$ cat config.mk
export PLATFORM = sky130hd
export DESIGN_NAME = rr_arbiter4
export DESIGN_NICKNAME = d
export VERILOG_FILES = /design/src/rtl/rr_arbiter4.sv
export SDC_FILE = /design/constraint.sdc
export NUM_CORES = 1
export LEC_CHECK = 0
export CORE_MARGIN = 2
export CORE_UTILIZATION = 45
export DETAILED_ROUTE_END_ITERATION = 6
export PLACE_DENSITY = 0.67
export SYNTH_ARGS = -nofsm -noshare
export SYNTH_HDL_FRONTEND = slang
export SYNTH_SLANG_ARGS = --single-unit
export TNS_END_PERCENT = 50
$ cat constraint.sdc
create_clock -name CLK -period 2.4 [get_ports CLK]
set_input_delay 0.24 -clock CLK [delete_from_list [all_inputs] [get_ports CLK]]
set_output_delay 0.24 -clock CLK [all_outputs]
set_load 0.02 [all_outputs]
$ cat src/rtl/rr_arbiter4.sv
// ---------------------------------------------------------------------------
// rr_arbiter4 : 4-way round-robin arbiter with per-owner hold limit
// Revision    : 1.0
// ---------------------------------------------------------------------------
`default_nettype none

module rr_arbiter4 #(
  parameter int MAX_HOLD = 8
) (
  input  logic       CLK,
  input  logic       RST,
  input  logic [3:0] REQ,
  output logic [3:0] GNT,
  output logic [1:0] GNT_IDX,
  output logic       GNT_VLD
);

  localparam logic       ST_IDLE  = 1'b0;
  localparam logic       ST_GRANT = 1'b1;
  localparam logic [7:0] C_MAX    = 8'(MAX_HOLD);

  logic       state_q, state_d;
  logic [1:0] ptr_q, ptr_d;
  logic [7:0] hcnt_q, hcnt_d;
  logic [1:0] idx_q, idx_d;
  logic       vld_q, vld_d;
  logic [3:0] gnt_q, gnt_d;
  logic [2:0] pick;
  logic [1:0] search_start;

  // Returns {found, index} of the first requester at or after start (mod 4).
  function automatic logic [2:0] rr_pick(input logic [3:0] req, input logic [1:0] start);
    logic [2:0] res;
    logic [1:0] j;
    res = 3'b000;
    for (int k = 3; k >= 0; k--) begin
      j = start + 2'(k);
      if (req[j]) res = {1'b1, j};
    end
    return res;
  endfunction

  always_comb begin
    state_d      = state_q;
    ptr_d        = ptr_q;
    hcnt_d       = hcnt_q;
    idx_d        = idx_q;
    vld_d        = vld_q;
    search_start = (state_q == ST_IDLE) ? ptr_q : idx_q + 2'd1;
    pick         = rr_pick(REQ, search_start);

    if (state_q == ST_IDLE) begin
      if (pick[2]) begin
        state_d = ST_GRANT;
        idx_d   = pick[1:0];
        vld_d   = 1'b1;
        hcnt_d  = 8'd1;
      end
    end else if (REQ[idx_q] && (hcnt_q < C_MAX)) begin
      hcnt_d = hcnt_q + 8'd1;
    end else begin
      // Release: the owner is searched last, so it only wins back when alone.
      ptr_d = idx_q + 2'd1;
      if (pick[2]) begin
        idx_d  = pick[1:0];
        hcnt_d = 8'd1;
      end else begin
        state_d = ST_IDLE;
        idx_d   = 2'd0;
        vld_d   = 1'b0;
        hcnt_d  = 8'd0;
      end
    end

    gnt_d = vld_d ? (4'b0001 << idx_d) : 4'b0000;
  end

  always_ff @(posedge CLK or posedge RST) begin
    if (RST) begin
      state_q <= ST_IDLE;
      ptr_q   <= 2'd0;
      hcnt_q  <= 8'd0;
      idx_q   <= 2'd0;
      vld_q   <= 1'b0;
      gnt_q   <= 4'b0000;
    end else begin
      state_q <= state_d;
      ptr_q   <= ptr_d;
      hcnt_q  <= hcnt_d;
      idx_q   <= idx_d;
      vld_q   <= vld_d;
      gnt_q   <= gnt_d;
    end
  end

  assign GNT     = gnt_q;
  assign GNT_IDX = idx_q;
  assign GNT_VLD = vld_q;

endmodule

`default_nettype wire

==> run summary <==
Prevailing post-synth register cell -> dfrtp_1
Combinational family with the most area after synthesis -> simple AND/OR/NAND/NOR gates
Most common cell after layout, fill and taps aside -> dfrtp_1
Commonest non-fill, non-tap cells in the layout -> dfrtp_1, clkdlybuf4s50_1, nor2_1, inv_1, buf_4
Clk slew on worst S/H paths -> 0.10 ns
Flop-to-flop setup slack -> 0.42 ns
# diodes -> 0
Hold Vio Cnt, Final -> 0
Worst min path class -> in2async
Share of cells above drive strength 1 -> 0.250
Iteration-0 DRC Markers -> 12
Simple-gate share of the synthesized area -> 0.226
Total GRT Usage -> 0.177
Vert. Die Dim -> 50.8 um
Critical R2R Capture -> GNT[0]
Final GP Congestion -> 0.851
Post-layout min period -> 1.98 ns
Clock latency on the worst-skew pair -> 0.30 ns
Pwr/cell area -> 1090 nW/um^2
Vias in the first global route -> 750
Antenna viol nets, final -> 0
# resized after CTS -> 0
Max-cap viol count -> 0
RSZ-0062 raised after global routing -> false
Clk_skew -> 0.00836 ns
DPL Wire Length -> 1.50 mm
Worst vdd ir -> 0.000662 V
Synth unique cells -> 43
Fillers -> 177
CORE AREA -> 2020 um^2
Syn_area_per_cell -> 11.1 um^2
Fin crit share -> 0.824
Final setup vio count -> 0
CTS max path bufs -> 2
Layout Utilization -> 0.592
Routed wire length -> 1.95 mm
Avg WL per Cell -> 14.4 um
CP Class -> reg2reg
Maximum net fanout on the critical path -> 7
TNS Setup -> 0 ns
Drt drc -> 0
PortBufs -> 12
Root Buffer Master -> clkbuf_4
Max-slew headroom -> 0.564
Compound-Gate Fraction of Synth Area -> 0.205
Asr flop ratio synth -> 1.00
Vias/cell -> 5.53
Hold Buf Count CTS -> 0
Status -> finished clean
Reg2reg path depth -> 5
Io pins -> 13
CP Capture Type -> flop
Mapped Nets -> 96
Leakage Power -> 0.518 nW
DIE WIDTH -> 50.8 um
Num Clock Sinks -> 18
Area Overhead vs Synth -> 21.5%
Max frequency -> 505 MHz
Largest net degree at the start of global routing -> 19
Initial core utilization -> 0.487
Worst r2r src -> GNT_IDX[0]
Post-synthesis sequential area ratio -> 0.457
Remaining global-route overflow -> 0
Initial antenna violation count -> 0
Place WS -> 0.197 ns
Max-slew violations -> 0
Worst-margin pin slew -> 0.654 ns
Fin nets -> 116
CP Data Arrival Time -> 2.18 ns
Final worst slack -> 0.422 ns
Pre-antenna DRT Iters -> 4
EDFF count, synth -> 0
FP Rows -> 16
Max H-tree Level -> 1
Synth Area in XOR/XNOR -> 0.0178
Mapped Area -> 985 um^2
CTS Buf Count -> 3
CP Launch Type -> flop
Global-route wire length before repair -> 3.37 mm
Syn. warnings -> 0
Synth Area in Adders -> 0.0127
Total die area -> 2580 um^2
DR vias -> 747
Postcts setup bufs -> 0
Required time of the critical path -> 2.60 ns
Mapped Cells -> 89
Yosys reg bits -> 18
Post-synthesis mux area share -> 0.0343
CTS tree -> done
==> per-layer routing <==
layer	vias to the layer above	share of wire	GRT usage
li1	367	-	-
met1	360	0.47	0.228
met2	18	0.47	0.289
met3	2	0.047	0.0446
met4	0	0.0098	0.0586
met5	-	0	0
==> metrics by stage <==
step	hold slack [ns]	total power, mW	std cells	instance area (um^2)
3_3_place_gp	0.456	1.12	131	1160
6_report	0.320	1.30	135	1200
4_1_cts	0.342	1.32	135	1200
3_5_place_dp	0.470	1.13	131	1160
2_1_floorplan	0.179	0.942	89	985
5_1_grt	0.405	1.40	135	1200
==> area by class of cell <==
cell class	count	area, um^2	area share
Tap cell	27	33.8	0.0282
Multi-Input combinational cell	61	488	0.408
Clock buffer	4	36.3	0.0303
Sequential cell	18	450	0.377
Timing Repair Buffer	17	158	0.132
Inverter	8	30.0	0.0251
==> critical path, stage by stage (launching register included) <==
cell and delay, ns:
dfrtp_1 0.52, mux4_2 0.62, nand4_2 0.16, o21ai_1 0.10
a32o_2 0.28, nor3_1 0.21
==> cells by family after synthesis <==
| family | after synthesis |
|---|---|
| AOI/OAI and AO/OA | 25 |
| xor gates and xnor gates | 2 |
| adders and majority gates | 1 |
| buffers and inverters | 10 |
| DFF | 18 |
| muxes | 2 |
| and+or+nand+nor | 31 |
==> where the power goes <==
group | internal [mW] | total, mW | leakage (nW) | switching (mW)
logic | 0.315 | 0.630 | 0.269 | 0.315
registers | 0.397 | 0.490 | 0.228 | 0.0929
clock network | 0.0925 | 0.185 | 0.0210 | 0.0925
==> cell usage after synthesis (all sizes together), types with 2 or more instances <==
cell type  instances  share of area
dfrtp             18           0.46
inv                8          0.030
o21ai              8          0.041
nor2               6          0.030
nand2              5          0.022
and3               4          0.025
a21oi              3          0.015
nor3b              3          0.033
a211oi             2          0.015
a32o               2          0.023
buf                2          0.017
nand2b             2          0.013
nand4              2          0.019
nor4               2          0.034
o211ai             2          0.015
==> sequential cells by signal, indices dropped and copies added, names as in the netlist <==
| register | flops |
|---|---|
| GNT | 4 |
| GNT_IDX | 2 |
| GNT_VLD | 1 |
| hcnt_q | 8 |
| ptr_q | 2 |
| state_q | 1 |
==> worst max path at each step <==
stage / start / to / slack, ns
6_report: GNT_IDX[0] / GNT[0] / 0.42
5_1_grt: GNT_IDX[0] / GNT[0] / 0.27
4_1_cts: GNT_IDX[0] / GNT[0] / 0.40
3_5_place_dp: REQ[0] / GNT[0] / 0.20
3_3_place_gp: REQ[0] / GNT[1] / 0.25
2_1_floorplan: GNT_IDX[0] / GNT[3] / 0.44
(Power assumes the default switching activity.)
==> RTL change 1, RTL diff (same settings) <==
Reset style: synchronous (`RST`), changed in one clocked block.
--- a/src/rtl/rr_arbiter4.sv
+++ b/src/rtl/rr_arbiter4.sv
@@ -77,3 +77,3 @@
 
-  always_ff @(posedge CLK or posedge RST) begin
+  always_ff @(posedge CLK) begin
     if (RST) begin
Formal check against the unedited RTL: differs if RST is asserted again (counterexample within 4 cycles, from zero or initial values and one cycle with RST high); with RST held inactive, the same outputs for 10 cycles.
==> RTL change 1 against the unedited design <==
  * Count of clock-buffer cells in the layout did not move
  * Sequential cell count is the same
  * Via count grew 3.9%
  * Worst setup slack worse by 140 ps
  * Design area shrank 11%
  * Area after synthesis decreased by 11%
  * Cell count grew 3.0%
  * Synthesized cell count increased by 11%
  * Die area decreased by 10%
  * Routed wire length fell by 5.3%
Power is not compared: it rests on default switching activity, and its combinational part moved more than twofold at a synthesized area within 25%.
==> RTL change 1: results (changes against the unedited design) <==
Worst Setup SP = GNT_IDX[0]$_SDFF_PP0_
final clock skew = 2.770 ps (-5.585 ps)
ys flop type = dfxtp_1
status = completed
wl on met1 = 859 µm (-6.8%)
synth top area cells = dfxtp_1, nor2_1, nor3b_1
adder-cell share of the synthesized area = 2.564% (+1.3 points)
multiplexer share of the synthesized area = 2.564% (-0.87 points)
post-DP HPWL = 1.405 mm (-6.5%)
relative slew slack = 61.72% (+5.3 points)
library cells used by synthesis = 37 (-14%)
# fillers = 165 (-6.8%)
DR vias/cell = 5.583 (+0.89%)
r2r setup slk = 280 ps (-140 ps)
Worst path max stage delay = 510 ps (-110 ps)
Worst EP arrival = 2360 ps (+180 ps)
Area after DPL = 1026 µm² (-12%)
dpl ws = 174.0 ps (-23.02 ps)
Via Count = 776 (+3.9%)
most instantiated cells after synthesis = dfxtp_1, nor2_1, inv_1
layout cell share with drive strength beyond 1 = 12.28% (-13 points)
syn avg cell area = 8.872 µm² (-20%)
WL final = 1.841 mm (-5.3%)
Synth Area in Compound Gates = 19.94% (-0.51 points)
vias in the first global route = 706 (-5.9%)
CP delay by family, top = compound AO/OA/AOI/OAI gates
Max FO, Critical Path = 6 (-1)
Seq/Total Area, Yosys = 41.03% (-4.7 points)
syn_nets = 106 (+10%)
FFs w/ async S/R, synth = 0% (-100 points)
pin count of the biggest net entering global routing = 16 (-3)
dpl cells = 135 (+3.1%)
metal3 WL = 102 µm (+11%)
worst hold slack = 463.4 ps (+143.4 ps)
-- RTL change 1: cell types whose count changed after synthesis, moves of 3 or more --
cell      unedited run  this run
nor3b_1              1         6
dfxtp_1              0        18
clkbuf_1             0         3
inv_2                3         0
dfrtp_1             18         0
and3_1               4         0
o21ai_1              4         0
nor2_1               5        15
-- RTL change 1: cell families after synthesis --
family	count (synthesis)
and+or+nand+nor	42
xor gates and xnor gates	1
DFF	18
adders and majority gates	2
AOI/OAI and AO/OA	23
buffers and inverters	12
muxes	1
-- RTL change 1: worst paths after layout --
path / cells after the start / endpoint
worst max-delay path: 7 / GNT[1]$_SDFF_PP0_
worst min register to register: 2 / hcnt_q[3]$_SDFFE_PP0P_
worst min-delay path: 2 / hcnt_q[3]$_SDFFE_PP0P_
worst max register to register: 7 / GNT[1]$_SDFF_PP0_
-- RTL change 1: power groups by stage --
stage                     registers, mW  clock network, mW  logic, mW
after detailed placement          0.352                  0      0.188
after floorplan                   0.356                  0      0.124
after global routing              0.351              0.201      0.206
after global placement            0.352                  0      0.187
after CTS                         0.346              0.193      0.189
final                             0.346              0.184      0.188
-- RTL change 1: metal layers --
metal | vias to the layer above | global-route usage [%]
li1 | 392 | -
met1 | 361 | 28.02
met2 | 21 | 27.63
met3 | 2 | 5.556
met4 | 0 | 6.486
met5 | - | 0
-- RTL change 1: final cells by class --
cell class	instances	area [µm²]	area share (%)
inverters	7	26.28	2.473
repair buffers	16	150.1	14.13
clock buffers	4	36.28	3.416
multi-input cells	69	457.9	43.11
flip-flops and latches	18	360.3	33.92
well taps	25	31.28	2.945
==> RTL change 2, RTL diff (config.mk and constraints unchanged) <==
Made on the original files. The parameter `MAX_HOLD` goes from 8 to 6.
--- a/src/rtl/rr_arbiter4.sv
+++ b/src/rtl/rr_arbiter4.sv
@@ -7,3 +7,3 @@
 module rr_arbiter4 #(
-  parameter int MAX_HOLD = 8
+  parameter int MAX_HOLD = 6
 ) (
Function: changed (a bounded check fails within 10 cycles, from zero or initial values and one cycle with RST high).
==> RTL change 2 against the unedited design <==
  * Routed wire length decreased by 5.2%
  * Synthesized cell count decreased by 2.2%
  * Utilization decreased by 1.1 points
  * Sequential cell count unchanged
  * Total power decreased by 0.89%
  * Design area decreased by 3.9%
  * Worst setup slack about the same
  * Via count decreased by 3.5%
  * Area after synthesis decreased by 2.4%
  * Hold slack improved by 5.9 ps
  * Global-route usage decreased by 0.33 points
  * Combinational power decreased by 2%
  * Critical path type unchanged
  * Largest cell class unchanged
  * Largest power group unchanged
==> RTL change 2: results (changes against the unedited design) <==
status = completed
Synth Area in XOR/XNOR = 1.823% (+0.044 points)
syn_nets = 94 (-2.1%)
Max FO, Critical Path = 8 (+1)
global-route wire length before repair = 3.367 mm (-0.21%)
GRT met1 Usage = 24.90% (+2.1 points)
dpl cells = 126 (-3.8%)
dpl ws = 207.5 ps (+10.45 ps)
Via Count = 721 (-3.5%)
GR Util met3 = 2.679% (-1.8 points)
final clock skew = 5.108 ps (-3.247 ps)
multiplexer share of the synthesized area = 2.344% (-1.1 points)
routing usage on met2 = 26.97% (-2.0 points)
Seq/Total Area, Yosys = 46.88% (+1.1 points)
# fillers = 152 (-14%)
adder-cell share of the synthesized area = 1.302% (+0.031 points)
DR vias/cell = 5.546 (+0.23%)
relative slew slack = 56.09% (-0.29 points)
worst hold slack = 325.9 ps (+5.924 ps)
GRT Resource Usage Total = 17.33% (-0.33 points)
metal3 WL = 56 µm (-39%)
library cells used by synthesis = 38 (-12%)
Layout Nets = 111 (-4.3%)
wl on met1 = 919 µm (-0.33%)
Wirelength per Cell = 14.18 µm (-1.5%)
detailed-routed wire length on met2 = 848 µm (-6.8%)
post-DP HPWL = 1.425 mm (-5.1%)
most instantiated cells after synthesis = dfrtp_1, o21ai_0, inv_1
Max VDD drop = 0.6725 mV (+1.6%)
GPL Wtd Cong = 0.7981 (-6.2%)
r2r setup slk = 420 ps (about the same)
post-route cell area = 1150 µm² (-3.9%)
==> RTL change 2: cell types whose count changed in the layout (fill, tap and decap cells not counted), sizes merged, moves of 2 or more <==
| cell | unedited run | this run |
|---|---|---|
| buf | 5 | 2 |
| o21ai | 8 | 10 |
| a21oi | 3 | 1 |
| inv | 8 | 6 |
==> RTL change 2: how the worst max path moves through the flow <==
stage                    startpoint          endpoint  slack (ps)  depth (start not counted)
6_report       GNT_IDX[0]$_DFF_PP0_  GNT[1]$_DFF_PP0_         420                          5
5_1_grt        GNT_IDX[0]$_DFF_PP0_  GNT[3]$_DFF_PP0_         330                          5
4_1_cts        GNT_IDX[0]$_DFF_PP0_  GNT[1]$_DFF_PP0_         400                          5
3_5_place_dp                 REQ[2]  GNT[1]$_DFF_PP0_         210                          6
3_3_place_gp                 REQ[2]  GNT[3]$_DFF_PP0_         260                          6
2_1_floorplan  GNT_IDX[0]$_DFF_PP0_  GNT[3]$_DFF_PP0_         530                          6
==> RTL change 2: logic make-up (layout without fill, tap and decap cells) <==
| family | count (synthesis) | after routing |
|---|---|---|
| AOI/OAI and AO/OA | 26 | 26 |
| and+or+nand+nor | 31 | 31 |
| buffers and inverters | 8 | 24 |
| DFF | 18 | 18 |
| xor gates and xnor gates | 2 | 2 |
| adders and majority gates | 1 | 1 |
| muxes | 1 | 1 |
==> RTL change 2: report_power, final <==
part / switching [mW] / internal (mW)
Clock: 0.0912 / 0.0924
Combinational: 0.311 / 0.304
Sequential: 0.0984 / 0.396
==> RTL change 2: layout make-up <==
cell class | count | area share [%]
timing repair buffer | 14 | 11.75
tap | 27 | 2.938
sequential | 18 | 39.17
clock buffer | 4 | 3.156
multi-input combinational | 61 | 41.02
inverter | 6 | 1.959
